### src/rtl/hsid_pkg.sv
// ---------------------------------------------------------------------------
// hsid_pkg
//   Shared constants and types for the HSI library match datapath.
//   HSID_DATA_WIDTH_ACC   : width of MSE / accumulator values
//   HSID_HSI_LIBRARY_SIZE : maximum library entries per run
//   HSID_TOPK_DEFAULT     : default number of ranked slots in the top-K sorter
//   hsid_topk_state_t     : top-K sorter control states
// ---------------------------------------------------------------------------
package hsid_pkg;

    localparam int unsigned HSID_DATA_WIDTH_ACC   = 48;
    localparam int unsigned HSID_HSI_LIBRARY_SIZE = 256;
    localparam int unsigned HSID_TOPK_DEFAULT     = 4;

    typedef enum logic [1:0] {
        TK_IDLE,
        TK_COMPARE,
        TK_DONE
    } hsid_topk_state_t;

endpackage

### src/rtl/hsid_topk_slot.sv
// ---------------------------------------------------------------------------
// hsid_topk_slot
//   One ranked slot of the top-K sorter: value, library ref and valid flag.
//   Ports:
//     clk, rst      : clock, asynchronous active-high reset
//     clr_i         : synchronous invalidate (slot reads back as 0/0)
//     find_max_i    : ranking mode, 0 = smaller is better, 1 = larger is better
//     new_value_i   : candidate MSE value
//     new_ref_i     : candidate library ref
//     up_value_i, up_ref_i, up_valid_i : contents of the next-better slot
//     ins_i         : load the candidate
//     shift_i       : load the next-better slot's contents
//     value_o, ref_o, valid_o : current slot contents
//     ge_o          : slot is valid and better-or-equal to the candidate
// ---------------------------------------------------------------------------
module hsid_topk_slot #(
    parameter int unsigned ACC_WIDTH = 48,
    parameter int unsigned REF_WIDTH = 8
) (
    input  logic                 clk,
    input  logic                 rst,
    input  logic                 clr_i,
    input  logic                 find_max_i,
    input  logic [ACC_WIDTH-1:0] new_value_i,
    input  logic [REF_WIDTH-1:0] new_ref_i,
    input  logic [ACC_WIDTH-1:0] up_value_i,
    input  logic [REF_WIDTH-1:0] up_ref_i,
    input  logic                 up_valid_i,
    input  logic                 ins_i,
    input  logic                 shift_i,
    output logic [ACC_WIDTH-1:0] value_o,
    output logic [REF_WIDTH-1:0] ref_o,
    output logic                 valid_o,
    output logic                 ge_o
);

    logic [ACC_WIDTH-1:0] value_q;
    logic [REF_WIDTH-1:0] ref_q;
    logic                 valid_q;

    always_ff @(posedge clk or posedge rst) begin
        if (rst) begin
            value_q <= '0;
            ref_q   <= '0;
            valid_q <= 1'b0;
        end else if (clr_i) begin
            value_q <= '0;
            ref_q   <= '0;
            valid_q <= 1'b0;
        end else if (ins_i) begin
            value_q <= new_value_i;
            ref_q   <= new_ref_i;
            valid_q <= 1'b1;
        end else if (shift_i) begin
            value_q <= up_value_i;
            ref_q   <= up_ref_i;
            valid_q <= up_valid_i;
        end
    end

    // Equality counts as better so that an earlier-accepted tie stays ahead.
    always_comb begin
        ge_o = 1'b0;
        if (valid_q) begin
            ge_o = find_max_i ? (value_q >= new_value_i) : (value_q <= new_value_i);
        end
    end

    assign value_o = value_q;
    assign ref_o   = ref_q;
    assign valid_o = valid_q;

endmodule

### src/rtl/hsid_topk_mse_sorter.sv
// ---------------------------------------------------------------------------
// hsid_topk_mse_sorter
//   Streaming top-K selector: keeps the K best (lowest or highest) MSE
//   matches in sorted order, one entry per clock, and presents the ranked
//   list once the last library entry has been accepted.
//   Ports:
//     clk, rst        : clock, asynchronous active-high reset
//     start           : begin a run (honoured in IDLE or DONE)
//     find_max        : mode latched at start, 0 = K smallest, 1 = K largest
//     clear           : synchronous abort to IDLE, empties all slots
//     mse_valid/mse_ready/mse_value/mse_ref/mse_last : input stream
//     busy, done      : run in progress / ranked list final
//     topk_value      : K packed values, slot 0 (best) in the low bits
//     topk_ref        : K packed refs, aligned with topk_value
//     topk_count      : number of valid slots (saturates at K)
//     entry_count     : entries accepted this run (saturates at LIBRARY_SIZE)
// ---------------------------------------------------------------------------
module hsid_topk_mse_sorter
    import hsid_pkg::*;
#(
    parameter int unsigned ACC_WIDTH    = HSID_DATA_WIDTH_ACC,
    parameter int unsigned LIBRARY_SIZE = HSID_HSI_LIBRARY_SIZE,
    parameter int unsigned K            = HSID_TOPK_DEFAULT,
    parameter int unsigned REF_WIDTH    = $clog2(LIBRARY_SIZE),
    parameter int unsigned CNT_WIDTH    = $clog2(LIBRARY_SIZE + 1)
) (
    input  logic                      clk,
    input  logic                      rst,
    input  logic                      start,
    input  logic                      find_max,
    input  logic                      clear,
    input  logic                      mse_valid,
    output logic                      mse_ready,
    input  logic [ACC_WIDTH-1:0]      mse_value,
    input  logic [REF_WIDTH-1:0]      mse_ref,
    input  logic                      mse_last,
    output logic                      busy,
    output logic                      done,
    output logic [K*ACC_WIDTH-1:0]    topk_value,
    output logic [K*REF_WIDTH-1:0]    topk_ref,
    output logic [$clog2(K+1)-1:0]    topk_count,
    output logic [CNT_WIDTH-1:0]      entry_count
);

    localparam int unsigned TCW = $clog2(K + 1);

    hsid_topk_state_t     state_q, state_d;
    logic                 find_max_q, find_max_d;
    logic [TCW-1:0]       count_q, count_d;
    logic [CNT_WIDTH-1:0] entry_q, entry_d;
    logic                 clr_slots;
    logic                 accept;

    logic [K-1:0]         ge, valid, ins, shf;
    logic [K:0]           ge_prev;
    logic [ACC_WIDTH-1:0] val_w  [K];
    logic [REF_WIDTH-1:0] ref_w  [K];
    logic [ACC_WIDTH-1:0] up_val [K];
    logic [REF_WIDTH-1:0] up_ref [K];
    logic                 up_vld [K];

    // Clear outranks start and any accept in the same cycle.
    always_comb begin
        state_d    = state_q;
        find_max_d = find_max_q;
        count_d    = count_q;
        entry_d    = entry_q;
        clr_slots  = 1'b0;
        accept     = 1'b0;
        if (clear) begin
            state_d   = TK_IDLE;
            clr_slots = 1'b1;
            count_d   = '0;
            entry_d   = '0;
        end else begin
            case (state_q)
                TK_COMPARE: begin
                    accept = mse_valid;
                    if (mse_valid) begin
                        if (entry_q != CNT_WIDTH'(LIBRARY_SIZE)) entry_d = entry_q + 1'b1;
                        // Slot K-1 not better-or-equal means p < K, so the entry is kept.
                        if (!ge[K-1] && count_q != TCW'(K)) count_d = count_q + 1'b1;
                        if (mse_last) state_d = TK_DONE;
                    end
                end
                default: begin
                    if (start) begin
                        state_d    = TK_COMPARE;
                        find_max_d = find_max;
                        clr_slots  = 1'b1;
                        count_d    = '0;
                        entry_d    = '0;
                    end
                end
            endcase
        end
    end

    always_ff @(posedge clk or posedge rst) begin
        if (rst) begin
            state_q    <= TK_IDLE;
            find_max_q <= 1'b0;
            count_q    <= '0;
            entry_q    <= '0;
        end else begin
            state_q    <= state_d;
            find_max_q <= find_max_d;
            count_q    <= count_d;
            entry_q    <= entry_d;
        end
    end

    // Slots are sorted, so ge is a thermometer code (ones for slots 0..p-1).
    // The insert point is its single 1->0 edge; every slot below it shifts.
    assign ge_prev = {ge, 1'b1};
    always_comb begin
        ins = '0;
        shf = '0;
        for (int unsigned i = 0; i < K; i++) begin
            ins[i] = accept & ~ge[i] & ge_prev[i];
            shf[i] = accept & ~ge_prev[i];
        end
    end

    for (genvar i = 0; i < K; i++) begin : g_slot
        if (i == 0) begin : g_top
            assign up_val[i] = '0;
            assign up_ref[i] = '0;
            assign up_vld[i] = 1'b0;
        end else begin : g_rest
            assign up_val[i] = val_w[i-1];
            assign up_ref[i] = ref_w[i-1];
            assign up_vld[i] = valid[i-1];
        end

        hsid_topk_slot #(
            .ACC_WIDTH (ACC_WIDTH),
            .REF_WIDTH (REF_WIDTH)
        ) u_slot (
            .clk         (clk),
            .rst         (rst),
            .clr_i       (clr_slots),
            .find_max_i  (find_max_q),
            .new_value_i (mse_value),
            .new_ref_i   (mse_ref),
            .up_value_i  (up_val[i]),
            .up_ref_i    (up_ref[i]),
            .up_valid_i  (up_vld[i]),
            .ins_i       (ins[i]),
            .shift_i     (shf[i]),
            .value_o     (val_w[i]),
            .ref_o       (ref_w[i]),
            .valid_o     (valid[i]),
            .ge_o        (ge[i])
        );

        assign topk_value[i*ACC_WIDTH +: ACC_WIDTH] = val_w[i];
        assign topk_ref[i*REF_WIDTH +: REF_WIDTH]   = ref_w[i];
    end

    assign mse_ready   = (state_q == TK_COMPARE);
    assign busy        = (state_q == TK_COMPARE);
    assign done        = (state_q == TK_DONE);
    assign topk_count  = count_q;
    assign entry_count = entry_q;

endmodule

### config.mk
export PLATFORM = sky130hd
export DESIGN_NAME = hsid_topk_mse_sorter
export DESIGN_NICKNAME = d
export VERILOG_FILES = /design/src/rtl/hsid_pkg.sv /design/src/rtl/hsid_topk_slot.sv /design/src/rtl/hsid_topk_mse_sorter.sv
export SDC_FILE = /design/constraint.sdc
export NUM_CORES = 1
export LEC_CHECK = 0
export BUFFER_PORTS_ARGS = -buffer_cell sky130_fd_sc_hd__clkbuf_2
export CAP_MARGIN = 20
export CELL_PAD_IN_SITES_DETAIL_PLACEMENT = 1
export CELL_PAD_IN_SITES_GLOBAL_PLACEMENT = 1
export CORE_ASPECT_RATIO = 1.5
export CORE_MARGIN = 1.5
export CORE_UTILIZATION = 45
export CTS_CLUSTER_DIAMETER = 150
export DETAILED_ROUTE_END_ITERATION = 7
export GPL_TIMING_DRIVEN = 0
export PLACE_DENSITY = 0.82
export SYNTH_ARGS = -nofsm -noshare
export SYNTH_HDL_FRONTEND = slang
export SYNTH_SLANG_ARGS = --single-unit
### constraint.sdc
create_clock -name clk -period 10.4 [get_ports clk]
set_input_delay 0.52 -clock clk [delete_from_list [all_inputs] [get_ports clk]]
set_output_delay 0.52 -clock clk [all_outputs]
set_load 0.05 [all_outputs]
==> impl_metrics.json, run 1 <==
{
  "max_root_sink_buffers": 3,
  "floorplan.die_area_sq_um": 36600,
  "synth.area.top_cells": "sky130_fd_sc_hd__dfrtp_1 38%, sky130_fd_sc_hd__ha_1 15%, sky130_fd_sc_hd__a21oi_1 4.2%",
  "totalPowerFinal_mw": 2.51,
  "ff2ff_path_depth": 12,
  "postSynthAreaPerCell_sq_um": 9.41,
  "relSlewSlack_pct": 19.0,
  "final-max-slew-violation-count": 0,
  "hold_buffers": 1,
  "grt_setup_unrepaired": "no",
  "vias_per_cell": 6.50,
  "timing.final.crit_share_pct": 44.8,
  "critPathCaptureType": "flop",
  "synthFlopType": "sky130_fd_sc_hd__dfrtp_1",
  "clock_tree_from_tritoncts": "built",
  "placement.cell_area_sq_um": 18100,
  "number_of_enable_type_register_cells_in_the_synthesized_netlist": 0,
  "post-synth-top-area-fraction_pct": 38.1,
  "finish.net_count": 2288,
  "io_pins": 302,
  "fin_worst_hold_slack_ns": 0.191,
  "tightestPinTransition_ns": 1.21,
  "post_cts.repair.setup_buffers": 0,
  "globalRoute.totalOverflow": 0,
  "final_layout_size_suffix_gt1_share_pct": 18.8,
  "mappedNetlistArea_sq_um": 16000,
  "synth.distinct_cells": 62,
  "worstHoldEndpoint": "find_max_q",
  "status": "finished clean",
  "cts_sinks": 243,
  "hold_path_depth": 2,
  "postSynthCellCount": 1697,
  "synthArstFlopShare_pct": 100,
  "power_density_nw_per_um2": 132,
  "htreeDepth": 1,
  "critical_path.reg2reg.endpoint": "g_slot[3].u_slot.value_o[2]",
  "final-setup-viol-count": 0,
  "period_needed_ns": 4.66,
  "worstSetupStartpointType": "flop",
  "vias": 16400,
  "worstSkewPairLatency_ns": 0.58,
  "hold_viol_final": 0,
  "top_achievable_clock_speed_ghz": 0.215,
  "floorplan.die.width_um": 157,
  "finalWirelength_um": 66700,
  "rrSetupSlack_ns": 5.74,
  "yosys-top-cells-count": "243 x sky130_fd_sc_hd__dfrtp_1, 196 x sky130_fd_sc_hd__ha_1, 168 x sky130_fd_sc_hd__nand2_1",
  "crit_arrival_ns": 5.07,
  "setup_tns_ns": 0,
  "hp-class": "primary input to flop",
  "finalClockSkew_ns": 0.0167,
  "firstDrtPassIters": 5,
  "route.detailed.wl_per_inst_um": 26.5,
  "pin_count_of_the_biggest_net_entering_global_routing": 122,
  "critical_path_required_ns": 10.81,
  "post_cts_resize_count": 0,
  "first_global_vias": 17200,
  "layout-area-overhead-vs-synth_pct": 18.9,
  "design.core.area_sq_um": 35000,
  "cts.reportedPaths.clkPinSlew_ns": 0.07,
  "ir_drop_mv": 0.112,
  "dieHeight_um": 234,
  "hpwl_um": 50700,
  "critical_hold_path_startpoint": "find_max",
  "drv.max_cap_violation_count": 0,
  "finish.instance_area_sq_um": 19000,
  "part_of_the_yosys_area_used_for_sequential_elements_pct": 38.1,
  "io_buffers": 301,
  "antenna_violating_nets_left": 0,
  "drt_iter0_markers": 1154,
  "cell_row_count": 84,
  "grt_antenna_before_repair": 1,
  "yosys.cell_count.top_type": "sky130_fd_sc_hd__dfrtp_1",
  "total_leakage_power_nw": 9.48,
  "cp_max_fo": 10,
  "drc": 0,
  "groute.usage.overall_pct": 36.2,
  "initial_utilization_pct": 45.6,
  "synth.largest_area_cell": "sky130_fd_sc_hd__dfrtp_1",
  "synth.ff_latch_count": 243,
  "post_synth_net_total": 1956,
  "first_pass_grt_wire_length_um": 100000,
  "path_class": "flop to flop",
  "tritoncts_buffers": 26,
  "routabilityCongestion": 0.926,
  "ys.warnings.count": 0,
  "cts_root_buf": "sky130_fd_sc_hd__clkbuf_16",
  "timing.rr.start": "g_slot[2].u_slot.value_o[47]"
}
worst max path at each step:
| stage | startpoint | end | depth (start not counted) |
|---|---|---|---|
| 6_report | g_slot[2].u_slot.value_o[47] | g_slot[3].u_slot.value_o[2] | 12 |
| 3_3_place_gp | rst | g_slot[1].u_slot.value_o[42] | 2 |
| 4_1_cts | g_slot[2].u_slot.value_o[45] | g_slot[3].u_slot.value_o[6] | 12 |
| 3_5_place_dp | mse_value[41] | g_slot[3].u_slot.value_o[2] | 14 |
| 5_1_grt | g_slot[2].u_slot.value_o[47] | g_slot[3].u_slot.value_o[6] | 12 |
| 2_1_floorplan | rst | entry_count[0] | 1 |
state kept, by name, indices dropped and copies added, names as in the netlist:
signal                 flops
find_max_q                 1
topk_count                 3
g_slot.u_slot.ref_o       32
g_slot.u_slot.valid_o      4
g_slot.u_slot.value_o    192
entry_count                9
state_q                    2
layer usage:
metal	part of all wire, %	track usage [%]	vias to the layer above
met1	37	40.8	8235
li1	-	-	7093
met4	6.7	23.9	0
met2	51	64.0	797
met5	0	0	-
met3	5.9	4.25	255
critical path: stages, from the launching register on:
cell and delay (ns):
sky130_fd_sc_hd__dfrtp_1 0.50, sky130_fd_sc_hd__ha_1 0.35, sky130_fd_sc_hd__nand4_1 0.14, sky130_fd_sc_hd__nor4_1 0.78, sky130_fd_sc_hd__nand3_1 0.38, sky130_fd_sc_hd__inv_1 0.15
sky130_fd_sc_hd__a2111oi_2 0.09, sky130_fd_sc_hd__xnor2_1 0.32, sky130_fd_sc_hd__o21ai_2 0.17, sky130_fd_sc_hd__o21ai_1 0.25, sky130_fd_sc_hd__clkbuf_1 0.56, sky130_fd_sc_hd__clkbuf_1 0.58
sky130_fd_sc_hd__a31oi_1 0.20
cell usage in the layout (no fill, tap or decap), drive strengths merged, types with 12 or more instances in the layout:
master	instances
nor2	21
mux2i	56
clkbuf	425
nand3	69
a31oi	58
nand2	168
o21ai	141
a21oi	134
a21o	34
o211ai	12
and3	59
a211oi	64
buf	43
nand4	39
inv	69
a221o	58
o31ai	59
dfrtp	243
ha	196
cells by family (layout without fill, tap and decap cells):
logic type / after synthesis / in the layout / synth area share, %
AOI/OAI and AO/OA: 584 / 584 / 23.9
and+or+nand+nor: 414 / 414 / 13.1
DFF: 243 / 243 / 38.1
adders and majority gates: 196 / 196 / 15.4
buffers and inverters: 196 / 544 / 5.57
muxes: 57 / 57 / 3.58
xor gates and xnor gates: 7 / 7 / 0.384
other: 0 / 1 / 0
final cells by class:
class | count | area, sq um
Timing Repair Buffer | 304 | 1570
Inverter | 69 | 267
Sequential cell | 243 | 6080
Multi-Input combinational cell | 1258 | 9000
Clock buffer | 38 | 726
Antenna cell | 1 | 2.50
Tap cell | 473 | 592
Fill cell | 4202 | 16000
Clock inverter | 6 | 116
Buffer | 127 | 631
report_power, final:
group	leakage (nW)	switching [mW]	internal, mW	total (mW)
Clock	0.410	0.414	0.555	0.969
Combinational	5.73	0.373	0.133	0.506
Sequential	3.35	0.0494	0.981	1.03
through the flow:
| stage | std cells | util (%) | worst slack (ns) |
|---|---|---|---|
| 3_5_place_dp | 2473 | 51.8 | 5.49 |
| 5_1_grt | 2519 | 54.2 | 5.53 |
| 6_report | 2519 | 54.2 | 5.74 |
| 2_1_floorplan | 1697 | - | 3.21 |
| 4_1_cts | 2518 | 54.2 | 5.89 |
| 3_3_place_gp | 2471 | 51.6 | 0.167 |
(Power assumes the default switching activity.)
==> inputs of run 2 (changes only) <==
CORE_UTILIZATION = 43   (was 45)
PLACE_DENSITY = 0.79   (was 0.82)
clock period = 4.9 ns   (was 10.4 ns; I/O delays follow)
==> impl_metrics.json, run 2 (synthesized netlist as in run 1, its figures left out) <==
{
  "status": "finished clean",
  "internal-power_mw": 3.55,
  "worstHoldEndpoint": "g_slot[0].u_slot.value_o[28]",
  "finalWirelength_um": 67300,
  "relSlewSlack_pct": 21.5,
  "total_leakage_power_nw": 9.70,
  "hp-class": "primary input to flop",
  "cts_sinks": 243,
  "most_common_library_cell_in_the_layout_ignoring_fill_and_taps": "sky130_fd_sc_hd__clkbuf_2",
  "cell_row_count": 86,
  "hold_viol_final": 0,
  "tritoncts_buffers": 27,
  "worstSkewPairLatency_ns": 0.56,
  "timing.rr.start": "g_slot[1].u_slot.value_o[47]",
  "max_root_sink_buffers": 3,
  "drv.max_cap_violation_count": 0,
  "design.core.area_sq_um": 36700,
  "pin_count_of_the_biggest_net_entering_global_routing": 41,
  "power.combinational.fraction_pct": 20.7,
  "power_density_nw_per_um2": 274,
  "rrSetupSlack_ns": 0.33,
  "first_pass_grt_wire_length_um": 102000,
  "vias_per_cell": 6.34,
  "htreeDepth": 1,
  "worstSetupStartpointType": "primary input",
  "hpwl_um": 51200,
  "swShare_pct": 33.4,
  "io_pins": 302,
  "dieHeight_um": 239,
  "layout.cells.most_common_list": "301 x sky130_fd_sc_hd__clkbuf_2, 243 x sky130_fd_sc_hd__dfrtp_1, 196 x sky130_fd_sc_hd__ha_1",
  "critical_path.reg2reg.endpoint": "g_slot[2].u_slot.value_o[4]",
  "critPathCaptureType": "flop",
  "globalRoute.totalOverflow": 0,
  "first_global_vias": 17500,
  "vias": 16400,
  "routabilityCongestion": 0.896,
  "ff2ff_path_depth": 12,
  "timing.final.ws_setup_ns": 0.211,
  "floorplan.die_area_sq_um": 38300,
  "grt_antenna_before_repair": 0,
  "grt_setup_unrepaired": "no",
  "post_cts.repair.setup_buffers": 0,
  "io_buffers": 301,
  "antenna_violating_nets_left": 0,
  "hold_path_depth": 3,
  "firstDrtPassIters": 5,
  "clkPwrFrac_pct": 38.4,
  "cp_max_fo": 10,
  "cts_root_buf": "sky130_fd_sc_hd__clkbuf_16",
  "period_needed_ns": 4.69,
  "route.detailed.wl_per_inst_um": 26.1,
  "top_achievable_clock_speed_ghz": 0.213,
  "crit_arrival_ns": 5.17,
  "finish.instance_area_sq_um": 19500,
  "initial_utilization_pct": 43.5,
  "final-setup-viol-count": 0,
  "groute.usage.overall_pct": 34.7,
  "finalClockSkew_ns": 0.0229,
  "layout-area-overhead-vs-synth_pct": 22.2,
  "finish.net_count": 2334,
  "drt_iter0_markers": 1043,
  "cts.reportedPaths.clkPinSlew_ns": 0.06,
  "floorplan.die.width_um": 160,
  "netSwitchingPower_mw": 1.78,
  "clock_tree_from_tritoncts": "built",
  "timing.final.crit_share_pct": 95.7,
  "critical_path_required_ns": 5.38,
  "tightestPinTransition_ns": 1.18,
  "pre_cts_slack_ns": 0.260,
  "final-max-slew-violation-count": 0,
  "number_of_flip_flops_in_the_largest_register": 192,
  "final_layout_size_suffix_gt1_share_pct": 18.8,
  "ir_drop_mv": 0.300,
  "seq_power_share_pct": 40.9,
  "path_class": "primary input to flop",
  "drc": 0,
  "critical_hold_path_startpoint": "mse_value[28]",
  "placement.cell_area_sq_um": 18200
}
run 2: timing repair:
action                     4_1_cts  5_1_grt
hold endpoints to repair        63        0
setup endpoints to repair        0        9
gates resized for setup          0        1
hold buffers                    41        0
run 2: power groups by stage:
stage / sequential, mW / combinational [mW] / clock [mW]
after global placement: 2.22 / 1.01 / 0
after CTS: 2.18 / 1.10 / 2.05
after floorplan: 2.43 / 0.451 / 0
after detailed placement: 2.22 / 1.06 / 0
after global routing: 2.19 / 1.18 / 2.13
final: 2.18 / 1.10 / 2.05
run 2: per-layer routing:
layer	part of all wire [%]	global-route usage, %	vias to the layer above
met3	5.1	4.44	213
met4	6.2	21.2	0
met2	52	62.9	690
met1	37	38.6	8263
met5	0	0	-
li1	-	-	7187
run 2: stage by stage:
| step | power [mW] | setup TNS (ns) | util, % | std cells | hold WS (ns) |
|---|---|---|---|---|---|
| after floorplan | 2.88 | 0 | - | 1697 | 0.311 |
| after global placement | 3.23 | -47.60 | 49.3 | 2482 | 0.482 |
| after detailed placement | 3.28 | 0 | 49.7 | 2489 | 0.320 |
| after CTS | 5.33 | 0 | 53.1 | 2579 | 0.00114 |
| after global routing | 5.51 | 0 | 53.2 | 2579 | 0.00381 |
| final | 5.34 | 0 | 53.2 | 2580 | 0.00586 |
run 2: area by class of cell:
type	instances	area, sq um
Fill cell	4348	17200
Buffer	127	631
Antenna cell	1	2.50
Sequential cell	243	6080
Clock inverter	5	56.3
Tap cell	484	606
Clock buffer	44	800
Inverter	69	263
Timing Repair Buffer	349	2060
Multi-Input combinational cell	1258	9000
run 2: worst max path at each step:
stage / start / to / depth (start not counted)
after floorplan: rst / entry_count[0] / 1
after global placement: rst / g_slot[0].u_slot.value_o[41] / 2
after detailed placement: mse_value[43] / g_slot[3].u_slot.value_o[20] / 14
after CTS: mse_value[47] / g_slot[3].u_slot.value_o[5] / 15
after global routing: mse_value[47] / g_slot[2].u_slot.value_o[5] / 15
final: mse_value[47] / g_slot[2].u_slot.value_o[4] / 15
run 2: critical path, cell delays in order:
cell and delay, ns:
sky130_fd_sc_hd__dlygate4sd3_1 0.58, sky130_fd_sc_hd__clkbuf_2 0.19, sky130_fd_sc_hd__inv_1 0.12, sky130_fd_sc_hd__ha_1 0.32
sky130_fd_sc_hd__and4_1 0.25, sky130_fd_sc_hd__nand4_1 0.42, sky130_fd_sc_hd__nor4_4 0.58, sky130_fd_sc_hd__o311a_1 0.26
sky130_fd_sc_hd__a21oi_1 0.07, sky130_fd_sc_hd__nand4_1 0.15, sky130_fd_sc_hd__nor3b_2 0.34, sky130_fd_sc_hd__clkbuf_1 0.67
sky130_fd_sc_hd__clkbuf_1 0.58, sky130_fd_sc_hd__and3_1 0.25, sky130_fd_sc_hd__a221o_1 0.11
==> inputs of run 3 (changes only) <==
GPL_TIMING_DRIVEN = unset   (was 0)
==> impl_metrics.json, run 3 (synthesized netlist as in run 1, its figures left out) <==
{
  "finalWirelength_um": 63300,
  "relSlewSlack_pct": 36.2,
  "grt_setup_unrepaired": "no",
  "timing.critical_path.slowest_stage_cell": "sky130_fd_sc_hd__nor4_1",
  "floorplan.die_area_sq_um": 38300,
  "worstHoldEndpoint": "g_slot[0].u_slot.value_o[19]",
  "final-max-slew-violation-count": 0,
  "placement.cell_area_sq_um": 17800,
  "cts_sinks": 243,
  "layout-area-overhead-vs-synth_pct": 20.3,
  "first_global_vias": 17200,
  "power_density_nw_per_um2": 275,
  "finalClockSkew_ns": 0.0222,
  "globalRoute.totalOverflow": 0,
  "rrSetupSlack_ns": 0.41,
  "first_pass_grt_wire_length_um": 99200,
  "drt_iter0_markers": 1114,
  "critical_path.cell_chain": "dlygate4sd3_1, clkbuf_2, inv_1, ha_1, nand4_1, nor4_1, nand3_1, inv_1, a2111oi_2, xnor2_1, o21ai_4, buf_4, o21ai_4, buf_4, a31oi_1",
  "worstPathBufferInverterCount": 6,
  "route.detailed.wl_per_inst_um": 25.5,
  "timing.rr.start": "g_slot[2].u_slot.value_o[45]",
  "critical_hold_path_startpoint": "mse_value[19]",
  "design.core.area_sq_um": 36700,
  "ir_drop_mv": 0.189,
  "stdcell_count": 2481,
  "clock_tree_from_tritoncts": "built",
  "register_area_sq_um": 6080,
  "htreeDepth": 1,
  "cp_max_fo": 58,
  "drv.max_cap_violation_count": 0,
  "multi_input_area_sq_um": 9060,
  "number_of_flip_flops_in_the_largest_register": 192,
  "timing.final.crit_share_pct": 92.0,
  "status": "finished clean",
  "worst_path_dominant_cell_family": "buffers and inverters",
  "crit_arrival_ns": 4.89,
  "total_leakage_power_nw": 9.54,
  "firstDrtPassIters": 6,
  "critical_path.reg2reg.endpoint": "g_slot[3].u_slot.value_o[24]",
  "floorplan.die.width_um": 160,
  "hold_path_depth": 3,
  "io_buffers": 301,
  "numPlacedInstances": 2382,
  "hp-class": "primary input to flop",
  "vias_per_cell": 6.45,
  "tritoncts_buffers": 26,
  "io_pins": 302,
  "antenna_violating_nets_left": 0,
  "most_common_library_cell_in_the_layout_ignoring_fill_and_taps": "sky130_fd_sc_hd__clkbuf_2",
  "grt_antenna_before_repair": 0,
  "drc": 0,
  "critical_path.max_stage_delay_ns": 0.80,
  "finish.net_count": 2240,
  "initial_utilization_pct": 43.5,
  "layout.cells.most_common_list": "301 x sky130_fd_sc_hd__clkbuf_2, 243 x sky130_fd_sc_hd__dfrtp_1, 196 x sky130_fd_sc_hd__ha_1",
  "setup_tns_ns": 0,
  "totalPowerFinal_mw": 5.28,
  "cts.reportedPaths.clkPinSlew_ns": 0.06,
  "worstSkewPairLatency_ns": 0.57,
  "cell_row_count": 86,
  "num_antenna_cells": 0,
  "top_achievable_clock_speed_ghz": 0.222,
  "critPathCaptureType": "flop",
  "hpwl_um": 43300,
  "final_util_pct": 52.4,
  "finish.instance_area_sq_um": 19200,
  "final-setup-viol-count": 0,
  "pin_count_of_the_biggest_net_entering_global_routing": 169,
  "period_needed_ns": 4.51,
  "worstSetupStartpointType": "primary input",
  "path_class": "primary input to flop",
  "final.fill_count": 4247,
  "groute.usage.overall_pct": 33.0,
  "cts_root_buf": "sky130_fd_sc_hd__clkbuf_16",
  "routabilityCongestion": 0.905,
  "dieHeight_um": 239,
  "max_root_sink_buffers": 3,
  "tightestPinTransition_ns": 0.957,
  "hold_viol_final": 0,
  "final_layout_size_suffix_gt1_share_pct": 19.5,
  "critical_path_required_ns": 5.28,
  "vias": 16000,
  "ff2ff_path_depth": 12
}
==> run 3: routing by layer <==
metal	track usage, %	wire length (um)	vias up
met5	0	0	-
met4	19.5	3670	0
met3	4.15	3460	222
met2	57.8	31900	724
met1	38.6	24200	8087
li1	-	-	6975
==> run 3: area by class of cell <==
type	instances	area share, %
Clock buffer	35	3.82
Clock inverter	9	0.573
Inverter	69	1.37
Multi-Input combinational cell	1258	47.2
Sequential cell	243	31.6
Tap cell	484	3.15
Timing Repair Buffer	383	12.3
==> run 3: worst register-to-register path, delay by kind of cell, from the launching register on <==
family / cells / cell delay [ns]
AOI/OAI and AO/OA: 4 / 0.66
xor gates and xnor gates: 1 / 0.36
adders and majority gates: 1 / 0.35
buffers and inverters: 3 / 1.18
DFF: 1 / 0.48
and+or+nand+nor: 3 / 1.26
==> run 3: power by group <==
part	switching, mW	internal, mW
combinational	0.758	0.299
clock	0.879	1.15
sequential	0.111	2.08
==> run 3: worst max path at each step <==
stage          slack, ns                      endpoint          start  cells after the start
3_5_place_dp        0.58     g_slot[3].u_slot.ref_o[5]  mse_value[46]                     14
6_report            0.39  g_slot[3].u_slot.value_o[24]  mse_value[45]                     15
2_1_floorplan       1.47                entry_count[0]            rst                      1
5_1_grt             0.27  g_slot[3].u_slot.value_o[24]  mse_value[42]                     15
4_1_cts             0.59  g_slot[3].u_slot.value_o[24]  mse_value[45]                     15
3_3_place_gp        0.69      g_slot[3].u_slot.valid_o  mse_value[46]                     12
==> run 3: timing repair <==
action                     in CTS  in global routing
setup endpoints to repair       0                  0
resized for setup               0                  0
hold buffers                   55                  0
buffers inserted                0                  0
hold endpoints to repair      142                  0
==> run 3: per-stage QoR <==
stage / setup slack (ns) / hold WS [ns]
finish: 0.391 / 0.0144
global route: 0.272 / 0.0142
CTS: 0.588 / 0.000124
detailed placement: 0.582 / 0.448
global placement: 0.687 / 0.436
floorplan: 1.47 / 0.311
